## src/rtl/instr_fetch_unit.sv

```systemverilog
// Instruction-fetch stage: owns the fetch PC, runs req/ack fetches to instruction memory and
// buffers one instruction for decode behind a valid/ready handshake, with redirect flushing.
module instr_fetch_unit #(
    parameter int unsigned        DWIDTH    = 32,
    parameter logic [DWIDTH-1:0] RESET_PC  = '0,
    parameter logic [DWIDTH-1:0] NOP_INSTR = DWIDTH'(32'h0000_0013)
) (
    input  logic              clk,
    input  logic              rst_n,
    output logic [DWIDTH-1:0] fetch_pc,
    input  logic [DWIDTH-1:0] next_pc,
    input  logic              redirect,
    input  logic [DWIDTH-1:0] redirect_pc,
    output logic              imem_req,
    output logic [DWIDTH-1:0] imem_addr,
    input  logic              imem_ack,
    input  logic [DWIDTH-1:0] imem_rdata,
    output logic              if_valid,
    input  logic              if_ready,
    output logic [DWIDTH-1:0] if_pc,
    output logic [DWIDTH-1:0] if_instr,
    output logic              if_err
);

    typedef enum logic [1:0] {StIdle, StReq, StOut, StDrain} state_e;

    state_e              r_state;
    state_e              w_state_d;
    logic [DWIDTH-1:0]   r_fetch_pc;
    logic [DWIDTH-1:0]   w_fetch_pc_d;
    logic [DWIDTH-1:0]   r_pending_pc;
    logic [DWIDTH-1:0]   w_pending_pc_d;
    logic                r_if_valid;
    logic                w_if_valid_d;
    logic [DWIDTH-1:0]   r_if_pc;
    logic [DWIDTH-1:0]   w_if_pc_d;
    logic [DWIDTH-1:0]   r_if_instr;
    logic [DWIDTH-1:0]   w_if_instr_d;
    logic                r_if_err;
    logic                w_if_err_d;
    logic                w_aligned;

    assign w_aligned = (r_fetch_pc[1:0] == 2'b00);

    // The fetch PC stays put in DRAIN, so the outstanding request's address is held for free.
    assign imem_req  = ((r_state == StReq) && w_aligned) || (r_state == StDrain);
    assign imem_addr = r_fetch_pc;
    assign fetch_pc  = r_fetch_pc;
    assign if_valid  = r_if_valid;
    assign if_pc     = r_if_pc;
    assign if_instr  = r_if_instr;
    assign if_err    = r_if_err;

    always_comb begin
        w_state_d      = r_state;
        w_fetch_pc_d   = r_fetch_pc;
        w_pending_pc_d = r_pending_pc;
        w_if_valid_d   = r_if_valid;
        w_if_pc_d      = r_if_pc;
        w_if_instr_d   = r_if_instr;
        w_if_err_d     = r_if_err;

        unique case (r_state)
            StIdle: begin
                w_state_d = StReq;
            end
            StReq: begin
                if (redirect) begin
                    if (w_aligned && !imem_ack) begin
                        // Request is in flight: its ack must be swallowed before refetching.
                        w_pending_pc_d = redirect_pc;
                        w_state_d      = StDrain;
                    end else begin
                        w_fetch_pc_d = redirect_pc;
                        w_state_d    = StReq;
                    end
                end else if (!w_aligned) begin
                    w_if_instr_d = NOP_INSTR;
                    w_if_pc_d    = r_fetch_pc;
                    w_if_err_d   = 1'b1;
                    w_if_valid_d = 1'b1;
                    w_state_d    = StOut;
                end else if (imem_ack) begin
                    w_if_instr_d = imem_rdata;
                    w_if_pc_d    = r_fetch_pc;
                    w_if_err_d   = 1'b0;
                    w_if_valid_d = 1'b1;
                    w_state_d    = StOut;
                end
            end
            StOut: begin
                if (redirect) begin
                    w_if_valid_d = 1'b0;
                    w_fetch_pc_d = redirect_pc;
                    w_state_d    = StReq;
                end else if (if_ready) begin
                    w_if_valid_d = 1'b0;
                    w_fetch_pc_d = next_pc;
                    w_state_d    = StReq;
                end
            end
            StDrain: begin
                if (imem_ack) begin
                    w_fetch_pc_d = redirect ? redirect_pc : r_pending_pc;
                    w_state_d    = StReq;
                end else if (redirect) begin
                    w_pending_pc_d = redirect_pc;
                end
            end
            default: begin
                w_state_d = StIdle;
            end
        endcase
    end

    always_ff @(posedge clk or negedge rst_n) begin
        if (!rst_n) begin
            r_state      <= StIdle;
            r_fetch_pc   <= RESET_PC;
            r_pending_pc <= RESET_PC;
            r_if_valid   <= 1'b0;
            r_if_pc      <= '0;
            r_if_instr   <= NOP_INSTR;
            r_if_err     <= 1'b0;
        end else begin
            r_state      <= w_state_d;
            r_fetch_pc   <= w_fetch_pc_d;
            r_pending_pc <= w_pending_pc_d;
            r_if_valid   <= w_if_valid_d;
            r_if_pc      <= w_if_pc_d;
            r_if_instr   <= w_if_instr_d;
            r_if_err     <= w_if_err_d;
        end
    end

endmodule

```

## config.mk

```make
export PLATFORM = sky130hd
export DESIGN_NAME = instr_fetch_unit
export DESIGN_NICKNAME = d
export VERILOG_FILES = /design/src/rtl/instr_fetch_unit.sv
export SDC_FILE = /design/constraint.sdc
export NUM_CORES = 1
export LEC_CHECK = 0
export CELL_PAD_IN_SITES_DETAIL_PLACEMENT = 1
export CELL_PAD_IN_SITES_GLOBAL_PLACEMENT = 1
export CORE_MARGIN = 2
export CORE_UTILIZATION = 32
export DETAILED_ROUTE_END_ITERATION = 8
export GPL_TIMING_DRIVEN = 0
export PLACE_DENSITY_LB_ADDON = 0.1
export SLEW_MARGIN = 30
export SYNTH_ARGS = -nofsm -noshare
export SYNTH_HDL_FRONTEND = slang
export SYNTH_SLANG_ARGS = --single-unit
```

## constraint.sdc

```tcl
create_clock -name clk -period 1.5 [get_ports clk]
set_input_delay 0.15 -clock clk [delete_from_list [all_inputs] [get_ports clk]]
set_output_delay 0.15 -clock clk [all_outputs]
set_load 0.005 [all_outputs]
```

Word-level counts from Yosys, hierarchy flattened. Index checks and enable logic that the tools add are counted.

Output and inout bits: 131. Register bits after elaboration: 132. Input bits: 101. Logic and storage cells: 66.

Mux-type cells: 31. Bitwise gates (word level): 1. Equal/unequal tests: 13. Reductions and logical operators: 14.

Operators with widths (count): $mux 32 (13); $pmux 32 s3 (1); $pmux 32 s2 (1); $mux 2 (7); $ne 2x2->1 const B (6); $pmux 2 s4 (1); $reduce_and 4->1 (2); $mux 1 (7); $ne 3x3->1 const B (2); $reduce_and 3->1 (2); $reduce_and 5->1 (1); $eq 2x2->1 const B (2); $logic_not 2->1 (2); $ne 4x4->1 const B (1); $reduce_bool 2->1 (2); $reduce_bool 3->1 (1); $eq 2x1->1 const B (1); $logic_and 1x1->1 (2); $ne 2x1->1 const B (1); $pmux 1 s2 (1); $logic_not 1->1 (1); $logic_or 1x1->1 (1); $not 1->1 (1).

Longest topological paths before layout.
Depth in word-level cells: 5. Gate-level depth with buffers: 6. Gate-level depth less buffers: 3.

Least setup slack after synthesis. OpenSTA, ideal clock, no wires.

Kind: reg-to-reg. Start point: register r_state[1]. End point: register r_fetch_pc[10], in the netlist fetch_pc[10]. Library setup time: 0.125 ns. Period minus slack after synthesis: 1.668 ns. Arrival time: 1.543 ns. Setup slack: -0.168 ns. Data required time: 1.375 ns. Stages on the path, launching flop included: 7. Buffers on the path: 3. Cells stage by stage: dfrtp_1 -> buf_6 -> nor2b_1 -> clkbuf_1 -> buf_2 -> mux2_2 -> mux2_4.

Word-level cells in the longest chain between the ends: 3. Elaborated cells on any way between the ends: 10. Those cells by class: 7 x eq/ne; 1 x mux; 2 x reduce/logical.

Ends and longest elaborated chain: start, declared (line 27) `state_e r_state;`; start signal, assigned (line 118) `r_state <= StIdle;`; start signal, assigned (line 126) `r_state <= w_state_d;`; $eq 2x2->1 / $eq 2x1->1 (equally long branches) (line 63) `unique case (r_state)`; $ne 3x3->1 (no line), or another cell as far along; $reduce_and 5->1 (no line); end signal, assigned (line 127) `r_fetch_pc <= w_fetch_pc_d;`; end, declared (line 29) `logic [DWIDTH-1:0] r_fetch_pc;`.

Several ways; a longest one is shown, not always the timed one. A chain may end at the register's enable or synchronous reset.

Worst setup path in the final report.
Start point: register r_state[0]. End point: register r_fetch_pc[5], in the netlist fetch_pc[5].

Same word-level chain as after synthesis.

==> results.toml <==
[outcome]
status = "complete, but fails checks"
violations = "setup timing"

[clock_network]
cts_inserted_buffers = 17
ctsHtreeMaxLevel = 4
clk_pin_slew_worst_paths_ns = 0.06
cts_max_path_buffers = 2
clock_latency_ns = 0.41
clockRootBuffer = "clkbuf_16"
cts_tree = "yes"
cts_sinks = 132

[power_and_ir_drop]
p_int_w = 0.0165
p_total_w = 0.0232
ir_drop_uv = 998
p_per_area_mw_per_mm2 = 2160
swShare_pct = 28.6
p_clk_share_pct = 19.3
leakagePower_nw = 5.06
p_switching_w = 0.00664
combPwrFrac_pct = 52.9
sequentialPowerShare_pct = 27.8

[worst_setup_path]
r2r_setup_slack_ns = -0.27
endpoint_kind = "flip-flop"
r2r_end = "fetch_pc[5]"
crit_type = "reg -> reg"
reg2reg_from = "r_state[0]"
path_cells = "buf_6, nor2b_4, o32ai_4, buf_6, buf_12, buf_12, mux2_4"
cp-start-kind = "flip-flop"
cp.required_ns = 1.80
path_max_fanout = 5
startpoint = "r_state[0]"
cp_slowest_cell = "dfrtp_2"
rr_worst_depth = 7
crit_end = "fetch_pc[5]"
arrival_ns = 2.07
critPathMaxStageDelay_ns = 0.41

[sta]
fmax_mhz = 566
grt_setup_unrepaired = "yes"
worst-slew-pin-transition_ns = 0.523
fin_ws_ns = -0.268
hold_ws_ns = 0.190
setup_viol = 131
drv_slew = 0
fin_crit_sh_pct = 118
max_slew_margin_pct = 65.1
period_needed_ns = 1.77
fin_skew_ns = 0.00996
hold_violations = 0

[route]
first_pass_iters = 6
vias = 4565
wl_met3_um = 1010
wl_met1_um = 8410
routed.top_layer = "met4"
ant_nets = 0
wl_per_cell_um = 19.6
wirelength_um = 19200
route.met2.wl_um = 9490
dr.first_iter.drc_count = 92
drcViolationCount = 0
via_per_inst = 4.67

[die]
rows = 50
die-area_mm2 = 0.0202
fp.dieH_um = 142
die_width_um = 142
coreArea_mm2 = 0.0187
start_util_pct = 32.6
io-pin-count = 232

[cells_and_area]
fin_nets = 831
stdcell_count = 977
diodes = 0
syn2layout_area_growth_pct = 75.6
finish.utilization_pct = 57.3
drive_gt1_share_pct = 39.6

[grt]
grt_pass1_vias = 5070
antenna_found_initial = 0
grt_max_degree = 72
grt_pass1_wl_um = 28800
grt_usage_pct = 18.8
grt-ovfl-total = 0

[synthesis]
postSynthAreaPerCell_um2 = 14.8
synth-seq-cells = 132
syn_area_mm2 = 0.00610
synth_cells = 411
yosys_warnings = 0
yosysUniqueCellTypes = 30
syn_nets = 512
seq_area_frac_synth_pct = 54.2

[place]
io_buffers = 230
dp_cells = 876
dp_hpwl_um = 12300
gp_congestion = 0.715

[job]
drv_cap = 0

[hold_path]
worstHoldPathType = "in -> reg"
worst max-delay path, delay by kind of cell, from the launching register on:
kind	cells	cell delay [ns]
buffers and inverters	4	0.55
flip-flops	1	0.41
multiplexers	1	0.30
AO/OA/AOI/OAI	1	0.26
AND/OR/NAND/NOR	1	0.13
power by group through the flow:
stage	sequential (W)	combinational (W)	clock (W)
after global placement	0.00650	0.00963	0
after floorplan	0.00643	0.00514	0
after detailed placement	0.00662	0.00986	0
after CTS	0.00647	0.0116	0.00456
final	0.00644	0.0123	0.00448
after global routing	0.00671	0.0131	0.00471
routing by layer:
metal / global-route usage, % / vias to the layer above
met5: 0 / -
met1: 23.9 / 2305
met3: 4.24 / 18
met2: 31.8 / 145
li1: - / 2097
met4: 5.79 / 0
registers in the layout (all words and copies together) (netlist names):
signal / cells
r_state: 2
if_valid: 1
if_err: 1
r_pending_pc: 32
if_pc: 32
if_instr: 32
fetch_pc: 32
synthesized netlist by cell type (all sizes together):
master / n / area share (%)
o32ai: 1 / 0.27
a22o: 29 / 4.2
a31oi: 1 / 0.10
clkbuf: 3 / 0.18
o22a: 3 / 0.43
nand2b: 1 / 0.10
dfrtp: 129 / 53
inv: 3 / 0.18
mux2: 160 / 31
nor3: 4 / 0.59
nor2b: 2 / 0.21
nand2: 1 / 0.061
dfstp: 3 / 1.3
xnor2: 1 / 0.14
and3: 1 / 0.10
o21ai: 5 / 0.41
buf: 54 / 6.4
o21a: 2 / 0.25
nand3b: 1 / 0.12
nand3: 1 / 0.082
nor2: 3 / 0.18
nor3b: 1 / 0.21
o2111ai: 1 / 0.43
or3: 1 / 0.10
cell families (layout without fill, tap and decap cells):
group	after synthesis	in the layout	synth area share, %
compound gates	42	42	6.05
flops	132	132	54.2
mux	160	160	31.1
xor+xnor	1	1	0.144
buf+inv	60	391	6.77
simple gates	16	17	1.76
how the worst min path moves through the flow:
stage | depth (start not counted) | from | to
after global placement | 1 | r_pending_pc[29] | r_pending_pc[29]
after CTS | 3 | redirect | r_state[0]
after detailed placement | 1 | rst_n | fetch_pc[12]
after floorplan | 0 | rst_n | fetch_pc[0]
final | 3 | redirect | r_state[0]
after global routing | 3 | redirect | r_state[0]
layout make-up:
cell class              count  area (µm²)
clock buffers              20         447
flip-flops and latches    132        3310
well taps                 234         293
repair buffers            301        3120
plain buffers              55         616
multi-input cells         220        2740
clock inverters            12         180
inverters                   3        11.3
fillers                  1787        8000
metrics by stage:
stage          instance area (µm²)  setup TNS [ns]  setup slack, ns
2_1_floorplan                 6310           -3.61           -0.110
3_3_place_gp                  8900         -743.28            -5.80
3_5_place_dp                  8930          -53.92           -0.555
4_1_cts                      10300          -24.06           -0.305
5_1_grt                      10700          -26.84           -0.305
6_report                     10700          -21.07           -0.268
layout by cell type (no fill, tap or decap), types with 16 or more instances in the layout:
cell / n
a22o_1: 29
buf_12: 16
buf_4: 69
buf_6: 24
clkbuf_16: 24
clkdlybuf4s50_1: 170
dfrtp_1: 126
dlygate4sd2_1: 44
mux2_1: 43
mux2_2: 24
mux2_4: 93
repair_timing:
| item | CTS | global route |
|---|---|---|
| gates cloned | 4 | 9 |
| endpoints found under the setup margin | 182 | 146 |
| setup buffers | 47 | 13 |
| hold endpoints to repair | 58 | 0 |
| gates resized for setup | 123 | 69 |
| hold buffers | 1 | 0 |
| pin swaps | 3 | 12 |
(Power assumes the default switching activity.)
